[src/rtl/mem_pkg.sv]
// Shared load/store encodings and M-stage access FSM states.
package mem_pkg;

  localparam logic [2:0] F3_B  = 3'b000;
  localparam logic [2:0] F3_H  = 3'b001;
  localparam logic [2:0] F3_W  = 3'b010;
  localparam logic [2:0] F3_BU = 3'b100;
  localparam logic [2:0] F3_HU = 3'b101;

  typedef enum logic [1:0] {
    IDLE = 2'd0,
    BUSY = 2'd1,
    DONE = 2'd2
  } mau_state_t;

endpackage

[src/rtl/load_data_extender.sv]
// Selects the addressed byte/half of a read word and sign- or zero-extends it.
// Purely combinational so the W stage can reuse it.
module load_data_extender
  import mem_pkg::*;
(
  input  logic [31:0] word,
  input  logic [1:0]  offset,
  input  logic [2:0]  funct3,
  output logic [31:0] result
);

  logic [7:0]  byte_sel;
  logic [15:0] half_sel;

  always_comb begin
    case (offset)
      2'd0:    byte_sel = word[7:0];
      2'd1:    byte_sel = word[15:8];
      2'd2:    byte_sel = word[23:16];
      default: byte_sel = word[31:24];
    endcase
    half_sel = offset[1] ? word[31:16] : word[15:0];

    case (funct3)
      F3_B:    result = {{24{byte_sel[7]}}, byte_sel};
      F3_BU:   result = {24'd0, byte_sel};
      F3_H:    result = {{16{half_sel[15]}}, half_sel};
      F3_HU:   result = {16'd0, half_sel};
      default: result = word;
    endcase
  end

endmodule

[src/rtl/memory_access_unit.sv]
// M-stage load/store engine: issues one registered word-aligned dmem request per
// legal access, stalls the pipeline until it completes, and flags illegal accesses.
module memory_access_unit
  import mem_pkg::*;
#(
  parameter int DATA_W = 32,
  parameter int ADDR_W = 32
) (
  input  logic              CLK,
  input  logic              RST,
  input  logic              mem_read_M,
  input  logic              mem_write_M,
  input  logic [2:0]        funct3_M,
  input  logic [ADDR_W-1:0] alu_result_M,
  input  logic [DATA_W-1:0] write_data_M,
  output logic              dmem_req,
  output logic              dmem_we,
  output logic [ADDR_W-1:0] dmem_addr,
  output logic [DATA_W-1:0] dmem_wdata,
  output logic [3:0]        dmem_be,
  input  logic              dmem_ready,
  input  logic [DATA_W-1:0] dmem_rdata,
  output logic [DATA_W-1:0] data_mem_output_M,
  output logic              stall_M,
  output logic              access_fault_M
);

  mau_state_t        state, state_nxt;
  logic [2:0]        funct3_q;
  logic [1:0]        offset_q;
  logic [DATA_W-1:0] rdata_q;
  logic [DATA_W-1:0] ext_data;

  logic              access, size_ok, aligned, legal, launch;
  logic [3:0]        be_new;
  logic [DATA_W-1:0] wdata_new;

  // Legality: size must suit the direction, address must be naturally aligned.
  always_comb begin
    access  = mem_read_M | mem_write_M;
    size_ok = 1'b0;
    aligned = 1'b0;
    case (funct3_M)
      F3_B:  begin size_ok = 1'b1;       aligned = 1'b1;                      end
      F3_H:  begin size_ok = 1'b1;       aligned = ~alu_result_M[0];          end
      F3_W:  begin size_ok = 1'b1;       aligned = (alu_result_M[1:0] == 2'b00); end
      F3_BU: begin size_ok = mem_read_M; aligned = 1'b1;                      end
      F3_HU: begin size_ok = mem_read_M; aligned = ~alu_result_M[0];          end
      default: begin size_ok = 1'b0;     aligned = 1'b0;                      end
    endcase
    legal = (mem_read_M ^ mem_write_M) & size_ok & aligned;
  end

  always_comb begin
    be_new    = 4'b1111;
    wdata_new = '0;
    if (mem_write_M) begin
      case (funct3_M)
        F3_B: begin
          be_new    = 4'b0001 << alu_result_M[1:0];
          wdata_new = {4{write_data_M[7:0]}};
        end
        F3_H: begin
          be_new    = alu_result_M[1] ? 4'b1100 : 4'b0011;
          wdata_new = {2{write_data_M[15:0]}};
        end
        default: begin
          be_new    = 4'b1111;
          wdata_new = write_data_M;
        end
      endcase
    end
  end

  always_comb begin
    state_nxt      = state;
    launch         = 1'b0;
    dmem_req       = 1'b0;
    stall_M        = 1'b0;
    access_fault_M = 1'b0;
    case (state)
      IDLE: begin
        if (legal) begin
          launch    = 1'b1;
          stall_M   = 1'b1;
          state_nxt = BUSY;
        end else if (access) begin
          access_fault_M = 1'b1;
        end
      end
      BUSY: begin
        dmem_req = 1'b1;
        stall_M  = 1'b1;
        if (dmem_ready) state_nxt = DONE;
      end
      DONE:    state_nxt = IDLE;
      default: state_nxt = IDLE;
    endcase
    if (RST) begin
      stall_M        = 1'b0;
      access_fault_M = 1'b0;
    end
  end

  always_ff @(posedge CLK) begin
    if (RST) begin
      state      <= IDLE;
      dmem_we    <= 1'b0;
      dmem_addr  <= '0;
      dmem_wdata <= '0;
      dmem_be    <= 4'b0000;
      funct3_q   <= 3'b000;
      offset_q   <= 2'b00;
      rdata_q    <= '0;
    end else begin
      state <= state_nxt;
      if (launch) begin
        dmem_we    <= mem_write_M;
        dmem_addr  <= {alu_result_M[ADDR_W-1:2], 2'b00};
        dmem_wdata <= wdata_new;
        dmem_be    <= be_new;
        funct3_q   <= funct3_M;
        offset_q   <= alu_result_M[1:0];
      end
      // Stores complete with a zero result so W never sees stale load data.
      if (state == BUSY && dmem_ready) rdata_q <= dmem_we ? '0 : dmem_rdata;
    end
  end

  load_data_extender u_ext (
    .word   (rdata_q),
    .offset (offset_q),
    .funct3 (funct3_q),
    .result (ext_data)
  );

  assign data_mem_output_M = (state == DONE) ? ext_data : '0;

endmodule
[config.mk]
export PLATFORM = sky130hd
export DESIGN_NAME = memory_access_unit
export DESIGN_NICKNAME = d
export VERILOG_FILES = /design/src/rtl/mem_pkg.sv /design/src/rtl/load_data_extender.sv /design/src/rtl/memory_access_unit.sv
export SDC_FILE = /design/constraint.sdc
export NUM_CORES = 1
export LEC_CHECK = 0
export ABC_AREA = 0
export CAP_MARGIN = 20
export CORE_MARGIN = 10
export CORE_UTILIZATION = 65
export CTS_CLUSTER_SIZE = 40
export DETAILED_ROUTE_END_ITERATION = 7
export DONT_BUFFER_PORTS = 1
export PLACE_DENSITY = 0.81
export SETUP_SLACK_MARGIN = 0.02
export SLEW_MARGIN = 20
export SYNTH_ARGS = -nofsm -noshare
export SYNTH_HDL_FRONTEND = slang
export SYNTH_SLANG_ARGS = --single-unit
[constraint.sdc]
create_clock -name CLK -period 4.5 [get_ports CLK]
set_clock_uncertainty 0.15 [all_clocks]
set_input_delay 0.675 -clock CLK [delete_from_list [all_inputs] [get_ports CLK]]
set_output_delay 0.675 -clock CLK [all_outputs]
set_load 0.01 [all_outputs]
==> run summary, run 1 <==
status: completed
Seq/Total Area, Yosys: 0.423
vias in the first global route: 4094
TritonCTS clock tree: built
Slew HR: 0.280
drc violations: 0
Min-Delay Startpoint: RST
Placed Cells incl. Taps: 616
hold path cells: 1
Power Dens Cells: 342 mW/mm2
DIE AREA: 0.0116 mm2
critical path fanouts, max: 15
Initial Utilization: 0.681
Yosys cell types: 50
area of the core: 0.00737 mm2
Cell Rows: 31
min Tclk post-route: 3.20 ns
Post-synth EDFFs: 0
CTS clock-pin slew for the worst setup and hold paths: 0.09 ns
CTS max path bufs: 2
share of layout cells above drive strength 1: 0.103
Post-Syn Area: 0.00502 mm2
Via-to-Cell Ratio: 6.84
Reg2Reg Depth: 4
maximum capacitance violations: 0
FFs w/ async S/R, synth: 0
Clk Latency, worst-skew pair: 0.36 ns
drt total wl: 14900 um
Mean Syn Cell Area: 8.79 um2
period utilization: 0.712
Worst EP required: 3.67 ns
met3 wire length: 1900 um
Total GRT Usage: 0.240
Fmax achieved: 312 MHz
crit path DAT: 2.38 ns
Setup crit start kind: flop
postcts setup bufs: 0
Finish-stage setup viols: 0
H-tree Lvls: 3
Routed Antenna Nets: 0
post-layout util: 0.698
largest net degree at the start of global routing: 82
IO buf count: 0
Final Instance Area: 0.00515 mm2
area leader, netlist: dfxtp_1
total leakage power: 1.83 nW
Syn Inst Count: 571
root buf cell: clkbuf_8
Yosys reg bits: 106
initial antenna violation count: 0
HPWL Detailed: 10700 um
Worst Hold Path EP: funct3_q[0]$_SDFFE_PP0P_
via count: 4327
Non-Filler Instances: 633
Die Ht: 108 um
Reg-to-Reg Start: state[1]$_SDFFE_PP0P_
diode count: 0
DR WL met2: 6920 um
r2r setup slk: 2.41 ns
top-area cell type share of the netlist area: 0.423
type of the worst min-delay path: input port to flop
chip width: 108 um
PostCTS Resize Cnt: 0
worst-margin pin slew: 1.05 ns
Nets: 634
total CTS buffers: 9
CP endpoint kind: output pin
max layer used: met4
CTS sink count: 106
Syn-to-layout area delta: 2.59%
GP Congestion: 0.888
synth warn: 0
largest cells by area after synthesis: dfxtp_1, o21ai_0, a21oi_1, a22o_1, nand2b_1
r2r endpoint: dmem_wdata[1]$_SDFFE_PP0P_
final hold violation count: 0
met1 WL: 5690 um
DRT Pass-1 Iters: 5
gr ovfl total: 0
kind of critical path: flop to output pin
Max Slew Vio Count: 0
detailed-route wire length per cell: 23.6 um
RSZ-0062 raised after global routing: false
Hold WS: 0.260 ns
CTS Hold Bufs: 0
DRT iter0 DRCs: 263
Post-Place Cell Area: 0.00492 mm2
global-route wire length before repair: 22500 um
Ports: 208
Synth Flop Type: dfxtp_1
maximum vdd drop: 0.210 mV
Fin Setup TNS: 0 ns
power breakdown:
group	internal [W]	total (W)	switching (W)	leakage [nW]
clock	0.000271	0.000585	0.000314	0.103
sequential	0.000970	0.00101	0.0000431	0.859
combinational	0.0000610	0.000163	0.000102	0.872
placed cells by master, fill, tap and decap left out, types with 7 or more instances in the layout:
master    Yosys  final
or4_1        15     15
o21ai_0      73     73
mux2_2        9      9
a21o_1       17     17
nand2_1      11     11
clkbuf_8      0     10
mux2i_1       7      7
dfxtp_1     106    106
a31o_2        7      7
nand3_1      36     36
nor2b_1      13     13
inv_1         7      7
a22o_1       32     32
nand2b_1     29     29
o21ai_1      14     14
nand4_1       8      8
a211oi_1      7      7
a21oi_1      58     57
nor2_1       13     12
cells in the mapped netlist, types with 2 or more instances:
library cell and count:
or2b_1 2, o21ai_1 14, a32oi_1 2, nor3_1 4
nand3_1 36, a2bb2oi_1 4, nor2_1 13, o221a_2 6
o31a_1 4, o31ai_1 2, a211oi_1 7, buf_4 4
buf_6 2, a22o_1 32, a221o_1 6, nand2b_1 29
or4_1 15, a31o_2 7, clkbuf_1 37, dfxtp_1 106
nand4_1 8, buf_2 15, nor2b_1 13, mux2_2 9
o21ai_0 73, inv_1 7, a21o_1 17, nand2_1 11
mux2i_1 7, or3_4 2, a21oi_1 58
how the worst max path moves through the flow:
stage,startpoint,end,slack [ns],cells after the start
final,offset_q[1]$_SDFFE_PP0P_,data_mem_output_M[8],1.30,3
after global routing,funct3_q[1]$_SDFFE_PP0P_,data_mem_output_M[21],1.12,3
after CTS,offset_q[1]$_SDFFE_PP0P_,data_mem_output_M[5],1.28,3
after detailed placement,offset_q[1]$_SDFFE_PP0P_,data_mem_output_M[5],1.68,3
after global placement,offset_q[1]$_SDFFE_PP0P_,data_mem_output_M[5],1.72,3
after floorplan,mem_write_M,access_fault_M,1.45,7
sequential cells by signal (all words and copies together), names as in the netlist:
| signal | count |
|---|---|
| dmem_wdata | 32 |
| rdata_q | 32 |
| dmem_addr | 30 |
| dmem_be | 4 |
| funct3_q | 3 |
| offset_q | 2 |
| state | 2 |
| dmem_we | 1 |
stage by stage:
stage | total power (W) | setup slack (ns)
after floorplan | 0.00117 | 1.45
after global placement | 0.00119 | 1.72
after detailed placement | 0.00119 | 1.68
after CTS | 0.00176 | 1.28
after global routing | 0.00183 | 1.12
final | 0.00176 | 1.30
metal layers:
metal  GRT usage  up-vias
met4      0.0973        0
met2       0.373      224
li1            -     2028
met3       0.116       37
met5           0        -
met1       0.277     2038
worst max-delay path: stages, from the launching register on:
cell       delay (ns)
dfxtp_1          0.76
mux2i_1          0.34
a2111oi_4        0.65
a221o_1          0.27
cell type report:
type / count / area [um2]
Inverter: 7 / 26.3
Multi-Input combinational cell: 399 / 2620
Fill cell: 595 / 2220
Sequential cell: 106 / 2120
Clock buffer: 11 / 141
Clock inverter: 5 / 53.8
Tap cell: 99 / 124
Timing Repair Buffer: 6 / 65.1
cells by family after synthesis:
| group | after synthesis | share of synthesized area |
|---|---|---|
| buf+inv | 67 | 0.0601 |
| other cells | 1 | 0.000747 |
| compound gates | 241 | 0.318 |
| flops | 106 | 0.423 |
| fa+ha+maj | 1 | 0.00249 |
| mux | 16 | 0.0342 |
| simple gates | 139 | 0.161 |
(Power assumes the default switching activity.)
==> inputs of run 2 (changes only) <==
--- a/config.mk
+++ b/config.mk
@@ -8,11 +8,11 @@
 export ABC_AREA = 0
 export CAP_MARGIN = 20
 export CORE_MARGIN = 10
-export CORE_UTILIZATION = 65
+export CORE_UTILIZATION = 57
 export CTS_CLUSTER_SIZE = 40
 export DETAILED_ROUTE_END_ITERATION = 7
 export DONT_BUFFER_PORTS = 1
-export PLACE_DENSITY = 0.81
+export PLACE_DENSITY = 0.75
 export SETUP_SLACK_MARGIN = 0.02
 export SLEW_MARGIN = 20
 export SYNTH_ARGS = -nofsm -noshare
==> constraint.sdc (replaced) <==
create_clock -name CLK -period 2.8 [get_ports CLK]
set_clock_uncertainty 0.15 [all_clocks]
set_input_delay 0.42 -clock CLK [delete_from_list [all_inputs] [get_ports CLK]]
set_output_delay 0.42 -clock CLK [all_outputs]
set_load 0.01 [all_outputs]
==> run 2 against run 1 <==
Net effect: clock power grew 46%; sequential share of layout area shrank 0.54 points; global-route usage shrank 2.3 points; first-iteration DRC count grew 16%; design area grew 1.4%; worst setup slack lost 1.2 ns; total power grew 57%; critical endpoint is now data_mem_output_M[11].
==> run summary, run 2 (synthesis results as in run 1) <==
Via-to-Cell Ratio: 6.73
Initial Utilization: 0.581
largest net degree at the start of global routing: 48
most frequent cells in the layout: dfxtp_1, o21ai_0, a21oi_1
maximum capacitance violations: 0
Syn-to-layout area delta: 4.02%
Worst Hold Path EP: dmem_wdata[7]$_SDFFE_PP0P_
met3 wire length: 1840 um
top flop regs: dmem_wdata: 32 flops, rdata_q: 32 flops, dmem_addr: 30 flops
commonest non-fill, non-tap cell in the layout: dfxtp_1
period utilization: 0.953
Clk Latency, worst-skew pair: 0.36 ns
maximum vdd drop: 0.316 mV
CTS clock-pin slew for the worst setup and hold paths: 0.09 ns
share of layout cells above drive strength 1: 0.123
DR WL met2: 6800 um
Routed Antenna Nets: 0
Die Ht: 114 um
Reg2Reg Depth: 4
Fmax achieved: 375 MHz
Setup crit start kind: flop
gr ovfl total: 0
final hold violation count: 0
Ports: 208
critical path fanouts, max: 10
max layer used: met4
Total GRT Usage: 0.217
kind of critical path: flop to output pin
worst-margin pin slew: 0.764 ns
IO buf count: 0
total CTS buffers: 9
total of fill cells in the finished design: 776
Fin Setup TNS: 0 ns
CP endpoint kind: output pin
root buf cell: clkbuf_8
Worst EP required: 2.23 ns
drt total wl: 15000 um
RSZ-0062 raised after global routing: false
CTS sink count: 106
CP peak stage delay: 0.58 ns
Hold WS: 0.0223 ns
min Tclk post-route: 2.67 ns
DIE AREA: 0.0130 mm2
DRT iter0 DRCs: 306
status: completed
crit path buf inv count: 0
Nets: 645
slowest CP cell: mux2i_1
TritonCTS clock tree: built
vias in the first global route: 4174
DRT Pass-1 Iters: 7
Slew HR: 0.487
delay-heaviest family, CP: compound AO/OA/AOI/OAI gates
Cell Rows: 34
area of the core: 0.00864 mm2
Finish-stage setup viols: 0
r2r setup slk: 0.96 ns
via count: 4388
crit path DAT: 2.10 ns
total leakage power: 1.87 nW
Reg-to-Reg Start: state[1]$_SDFFE_PP0P_
Max Slew Vio Count: 0
global-route wire length before repair: 23000 um
chip width: 114 um
H-tree Lvls: 3
r2r endpoint: dmem_addr[28]$_SDFFE_PP0P_
CTS max path bufs: 2
type of the worst min-delay path: input port to flop
HPWL Detailed: 10900 um
Power Dens Cells: 529 mW/mm2
diode count: 0
initial antenna violation count: 0
CP Cell Sequence: mux2i_1, a2111oi_4, a221o_1
GP Congestion: 0.867
hold path cells: 1
Min-Delay Startpoint: RST
detailed-route wire length per cell: 23.0 um
drc violations: 0
met1 WL: 5970 um
==> run 2: final cells by class <==
cell class	count	area (um2)	share of cell area
Sequential cell	106	2120	0.407
Multi-Input combinational cell	399	2620	0.501
Clock buffer	9	124	0.0237
Clock inverter	6	42.5	0.00815
Timing Repair Buffer	17	153	0.0292
Inverter	7	26.3	0.00503
Tap cell	108	135	0.0259
==> run 2: timing repair <==
action                                 4_1_cts  5_1_grt
hold buffers                                 1        0
endpoints found under the hold margin       46        0
setup endpoints to repair                    0       19
gates resized for setup                      0        1
buffers inserted                             0        1
==> run 2: per-stage QoR <==
step | total power [W] | worst slack [ns] | area, um2 | instances | util
after detailed placement | 0.00193 | 0.278 | 5010 | 635 | 0.580
final | 0.00276 | 0.131 | 5220 | 652 | 0.604
after global routing | 0.00287 | 0.0261 | 5220 | 652 | 0.604
after floorplan | 0.00188 | 0.260 | 5020 | 572 | -
after CTS | 0.00277 | 0.0241 | 5200 | 651 | 0.602
after global placement | 0.00192 | 0.449 | 5010 | 635 | 0.580
==> run 2: worst max-delay path by stage <==
stage | start | end | slack (ns) | cells after the start
finish | offset_q[1]$_SDFFE_PP0P_ | data_mem_output_M[11] | 0.13 | 3
global placement | mem_write_M | dmem_wdata[7]$_SDFFE_PP0P_ | 0.45 | 6
detailed placement | mem_write_M | dmem_wdata[7]$_SDFFE_PP0P_ | 0.28 | 6
CTS | state[1]$_SDFFE_PP0P_ | data_mem_output_M[19] | 0.02 | 4
floorplan | mem_write_M | access_fault_M | 0.26 | 7
global route | state[1]$_SDFFE_PP0P_ | data_mem_output_M[8] | 0.03 | 4
==> run 2: where the power goes <==
| part | switching [W] | internal, W | total, W |
|---|---|---|---|
| sequential | 0.0000669 | 0.00156 | 0.00163 |
| clock | 0.000530 | 0.000322 | 0.000853 |
| combinational | 0.000176 | 0.000105 | 0.000281 |
==> run 2: routing by layer <==
metal | up-vias | GRT usage
met5 | - | 0
met4 | 0 | 0.0919
met3 | 29 | 0.0982
met2 | 224 | 0.324
met1 | 2089 | 0.266
li1 | 2046 | -
==> inputs of run 3 (changes only) <==
--- a/config.mk
+++ b/config.mk
@@ -12,6 +12,7 @@
 export CTS_CLUSTER_SIZE = 40
 export DETAILED_ROUTE_END_ITERATION = 7
 export DONT_BUFFER_PORTS = 1
+export HOLD_SLACK_MARGIN = 0.03
 export PLACE_DENSITY = 0.75
 export SETUP_SLACK_MARGIN = 0.02
 export SLEW_MARGIN = 20
==> run 3 against run 2 <==
Net effect: design area is 8.4% higher; sequential share of layout area fell by 3.2 points; clock-buffer cell count unchanged; fmax is 0.17% lower; worst setup slack lost 0.0046 ns; non-clock buffer count rose by 44; highest routed layer unchanged.
==> run summary, run 3 (synthesis results as in run 1) <==
Via-to-Cell Ratio: 6.59
share of layout cells above drive strength 1: 0.114
CTS sink count: 106
min Tclk post-route: 2.67 ns
H-tree Lvls: 3
Syn-to-layout area delta: 12.8%
Initial Utilization: 0.581
root buf cell: clkbuf_8
r2r setup slk: 0.89 ns
Worst EP required: 2.23 ns
final hold violation count: 0
Cell Rows: 34
detailed-route wire length per cell: 22.9 um
HPWL Detailed: 10900 um
type of the worst min-delay path: input port to flop
CTS clock-pin slew for the worst setup and hold paths: 0.10 ns
Fmax achieved: 374 MHz
CP endpoint kind: output pin
Power Total: 0.00283 W
Total GRT Usage: 0.227
top flop regs: dmem_wdata: 32 flops, rdata_q: 32 flops, dmem_addr: 30 flops
total CTS buffers: 9
gr ovfl total: 0
area of the core: 0.00864 mm2
Routed Antenna Nets: 0
Die Ht: 114 um
RSZ-0062 raised after global routing: false
status: completed
Final Instance Area: 0.00566 mm2
slowest CP cell: mux2i_1
Hold WS: 0.0401 ns
diode count: 0
Fin Setup TNS: 0 ns
drt total wl: 15900 um
maximum vdd drop: 0.313 mV
Nets: 689
initial antenna violation count: 0
TritonCTS clock tree: built
Post-Place Cell Area: 0.00501 mm2
Max Slew Vio Count: 0
critical path fanouts, max: 10
CP Cell Sequence: mux2i_1, a2111oi_4, a221o_1
crit path DAT: 2.10 ns
worst-margin pin slew: 0.695 ns
drc violations: 0
IO buf count: 0
period utilization: 0.955
DRT Pass-1 Iters: 5
GP Congestion: 0.867
CP peak stage delay: 0.57 ns
DIE AREA: 0.0130 mm2
Setup crit start kind: flop
vias in the first global route: 4341
total leakage power: 2.05 nW
chip width: 114 um
DRT iter0 DRCs: 381
Power Dens Cells: 499 mW/mm2
Finish-stage setup viols: 0
CTS max path bufs: 2
via count: 4585
largest net degree at the start of global routing: 48
Clk Latency, worst-skew pair: 0.36 ns
most frequent cells in the layout: dfxtp_1, o21ai_0, a21oi_1
kind of critical path: flop to output pin
maximum capacitance violations: 0
commonest non-fill, non-tap cell in the layout: dfxtp_1
Ports: 208
global-route wire length before repair: 24100 um
Slew HR: 0.533
run 3: metrics by stage:
| stage | util | worst slack, ns | cells |
|---|---|---|---|
| finish | 0.655 | 0.127 | 696 |
| global route | 0.655 | 0.0306 | 696 |
| CTS | 0.645 | 0.0241 | 688 |
| detailed placement | 0.580 | 0.278 | 635 |
| global placement | 0.580 | 0.449 | 635 |
| floorplan | - | 0.260 | 572 |
run 3: layout make-up:
| type | count | area [um2] |
|---|---|---|
| inverter | 7 | 26.3 |
| timing repair buffer | 61 | 593 |
| tap | 108 | 135 |
| fill | 714 | 2980 |
| clock buffer | 9 | 124 |
| multi-input combinational | 399 | 2620 |
| sequential | 106 | 2120 |
| clock inverter | 6 | 42.5 |
run 3: where the power goes:
| group | internal (W) | switching, W | leakage (nW) |
|---|---|---|---|
| clock | 0.000323 | 0.000539 | 0.0819 |
| sequential | 0.00156 | 0.0000671 | 0.859 |
| combinational | 0.000146 | 0.000192 | 1.11 |
| total | 0.00203 | 0.000797 | 2.05 |
run 3: repair_timing:
item                                    CTS  global route
endpoints found under the setup margin    0            19
setup buffers                             0             1
hold endpoints to repair                 78             7
resized for setup                         0             1
hold buffers                             38             7
run 3: worst paths after layout:
check,from,to,cells after the start
hold / removal,alu_result_M[6],dmem_addr[6]$_SDFFE_PP0P_,2
hold reg to reg,rdata_q[5]$_SDFFE_PP0P_,rdata_q[5]$_SDFFE_PP0P_,1
setup / recovery,offset_q[1]$_SDFFE_PP0P_,data_mem_output_M[11],3
setup reg to reg,state[1]$_SDFFE_PP0P_,dmem_addr[13]$_SDFFE_PP0P_,4
run 3: per-layer routing:
metal | routed length (um) | GRT usage | vias up
li1 | - | - | 2141
met1 | 6090 | 0.271 | 2152
met2 | 7500 | 0.356 | 264
met3 | 2010 | 0.0945 | 28
met4 | 328 | 0.0894 | 0
met5 | 0 | 0 | -
run 3: critical path: cells and delay by family, from the launching register on:
kind	cells	cell delay, ns
AOI/OAI and AO/OA	2	0.61
muxes	1	0.57
DFF	1	0.56
==> patch, RTL diff (config.mk and constraints of run 1) <==
Register the output `access_fault_M`, without a reset; this adds one clock of latency there. The other outputs are not delayed to match.
--- a/src/rtl/memory_access_unit.sv
+++ b/src/rtl/memory_access_unit.sv
@@ -24,6 +24,8 @@
   output logic              stall_M,
   output logic              access_fault_M
 );
+
+  logic access_fault_M_d;
 
   mau_state_t        state, state_nxt;
   logic [2:0]        funct3_q;
@@ -77,7 +79,7 @@
     launch         = 1'b0;
     dmem_req       = 1'b0;
     stall_M        = 1'b0;
-    access_fault_M = 1'b0;
+    access_fault_M_d = 1'b0;
     case (state)
       IDLE: begin
         if (legal) begin
@@ -85,7 +87,7 @@
           stall_M   = 1'b1;
           state_nxt = BUSY;
         end else if (access) begin
-          access_fault_M = 1'b1;
+          access_fault_M_d = 1'b1;
         end
       end
       BUSY: begin
@@ -98,7 +100,7 @@
     endcase
     if (RST) begin
       stall_M        = 1'b0;
-      access_fault_M = 1'b0;
+      access_fault_M_d = 1'b0;
     end
   end
 
@@ -136,4 +138,8 @@
 
   assign data_mem_output_M = (state == DONE) ? ext_data : '0;
 
+  always_ff @(posedge CLK) begin
+    access_fault_M <= access_fault_M_d;
+  end
+
 endmodule
Check against the original RTL: not equivalent (Yosys sat finds a counterexample within 4 cycles, from zero or initial values and one cycle with RST high).
==> patch against run 1 <==
Core utilization fell by 1.5 points. Routed wire length fell by 6.9%. Cell area fell by 4.8%. Sequential cell count rose by 1. First-iteration DRC count rose by 3.0%. Area after synthesis fell by 5.1%. Count of clock-buffer cells in the layout did not move. Critical path depth did not move. Via count fell by 6.1%. Clock power rose by 2%. Power fell by 0.60%. Register-to-register slack got worse by 0.16 ns. Worst setup slack improved by 0.036 ns. Largest cell class unchanged. Highest routed layer unchanged.
==> patch: results (changes against run 1) <==
[power_and_ir_drop]
max-vdd-ir-drop_mv = 0.189  ; -10%
p_leak_nw = 1.87  ; +2.0%

[yosys]
synth.distinct_cells = 45  ; -10%
ys_top_cells_by_area = dfxtp_1, nand2_1, a21oi_1
seq_area_frac_synth_pct = 45.0  ; +2.7 points
synthesis.instances = 556  ; -2.6%
synth_common_cells = nand2_1, dfxtp_1, a21oi_1, a22o_1, buf_2

[sta]
relSlewSlack_pct = 31.7  ; +3.6 points

[place]
gp_congestion = 0.955  ; +7.6%
post-place-ws_ns = 1.68  ; -0.00129 ns
place_inst = 611  ; -0.81%

[grt]
grt_pass1_vias = 3971  ; -3.0%
use_met1_pct = 26.1  ; -1.6 points
grt_use_met2_pct = 37.7  ; +0.48 points
grt_first_pass_wirelength_um = 21500  ; -4.5%
grtUsageMet3_pct = 12.4  ; +0.81 points

[clock_network]
clk_pin_slew_ns = 0.11  ; +0.02 ns

[worst_setup_path]
critPathArrivalTime_ns = 2.34  ; -0.04 ns
crit_family = flip-flops
slowest_delay_ns = 0.81  ; +0.05 ns
cp_max_fo = 20  ; +5

[route]
avgViaCountPerCell = 6.47  ; -5.4%
drt_iter0_drc = 271  ; +3.0%
wl_per_cell_um = 22.1  ; -6.2%

[final_layout]
fin_cells = 628  ; -0.79%

[run_status]
status = finished, final reports clean

==> patch: final cells by class <==
type,instances,area (sq um)
Sequential cell,107,2140
Tap cell,99,124
Multi-Input combinational cell,393,2360
Inverter,9,33.8
Clock inverter,5,51.3
Timing Repair Buffer,4,37.5
Clock buffer,11,151
Fill cell,599,2270
==> patch: worst paths after layout <==
kind	from	end	slack, ns	cells after the start
hold reg to reg	funct3_q[2]$_SDFFE_PP0P_	funct3_q[2]$_SDFFE_PP0P_	0.34	2
setup reg to reg	state[0]$_SDFFE_PP0P_	dmem_addr[9]$_SDFFE_PP0P_	2.25	5
setup / recovery	offset_q[1]$_SDFFE_PP0P_	data_mem_output_M[31]	1.33	3
hold / removal	RST	dmem_wdata[21]$_SDFFE_PP0P_	0.21	1
==> patch: metal layers <==
layer  vias up  wire length (um)  part of all wire, %
li1       1902                 -                    -
met1      1894              4950                   36
met2       231              6590                   47
met3        34              1940                   14
met4         0               407                  2.9
met5         -                 0                    0
==> patch: cells by family (layout without fill, tap and decap cells) <==
group / Yosys count / count (layout) / share of synthesized area (%)
AND/OR/NAND/NOR: 201 / 201 / 19.4
AO/OA/AOI/OAI: 168 / 168 / 24.7
adder cells (fa/ha/maj): 1 / 1 / 0.263
other: 1 / 2 / 0.0788
multiplexers: 21 / 21 / 4.65
flip-flops: 107 / 107 / 45.0
buffers and inverters: 57 / 29 / 5.94
==> patch: stage by stage <==
stage                     utilization [%]  instance area [sq um]
after CTS                            68.1                   4890
final                                68.3                   4900
after detailed placement             65.3                   4680
after floorplan                         -                   4760
after global placement               65.3                   4680
after global routing                 68.3                   4900
==> patch: power by group <==
group | total (mW) | internal, mW | switching (mW) | leakage, nW
combinational | 0.136 | 0.0519 | 0.0844 | 0.898
sequential | 1.02 | 0.979 | 0.0418 | 0.867
clock | 0.594 | 0.247 | 0.347 | 0.106
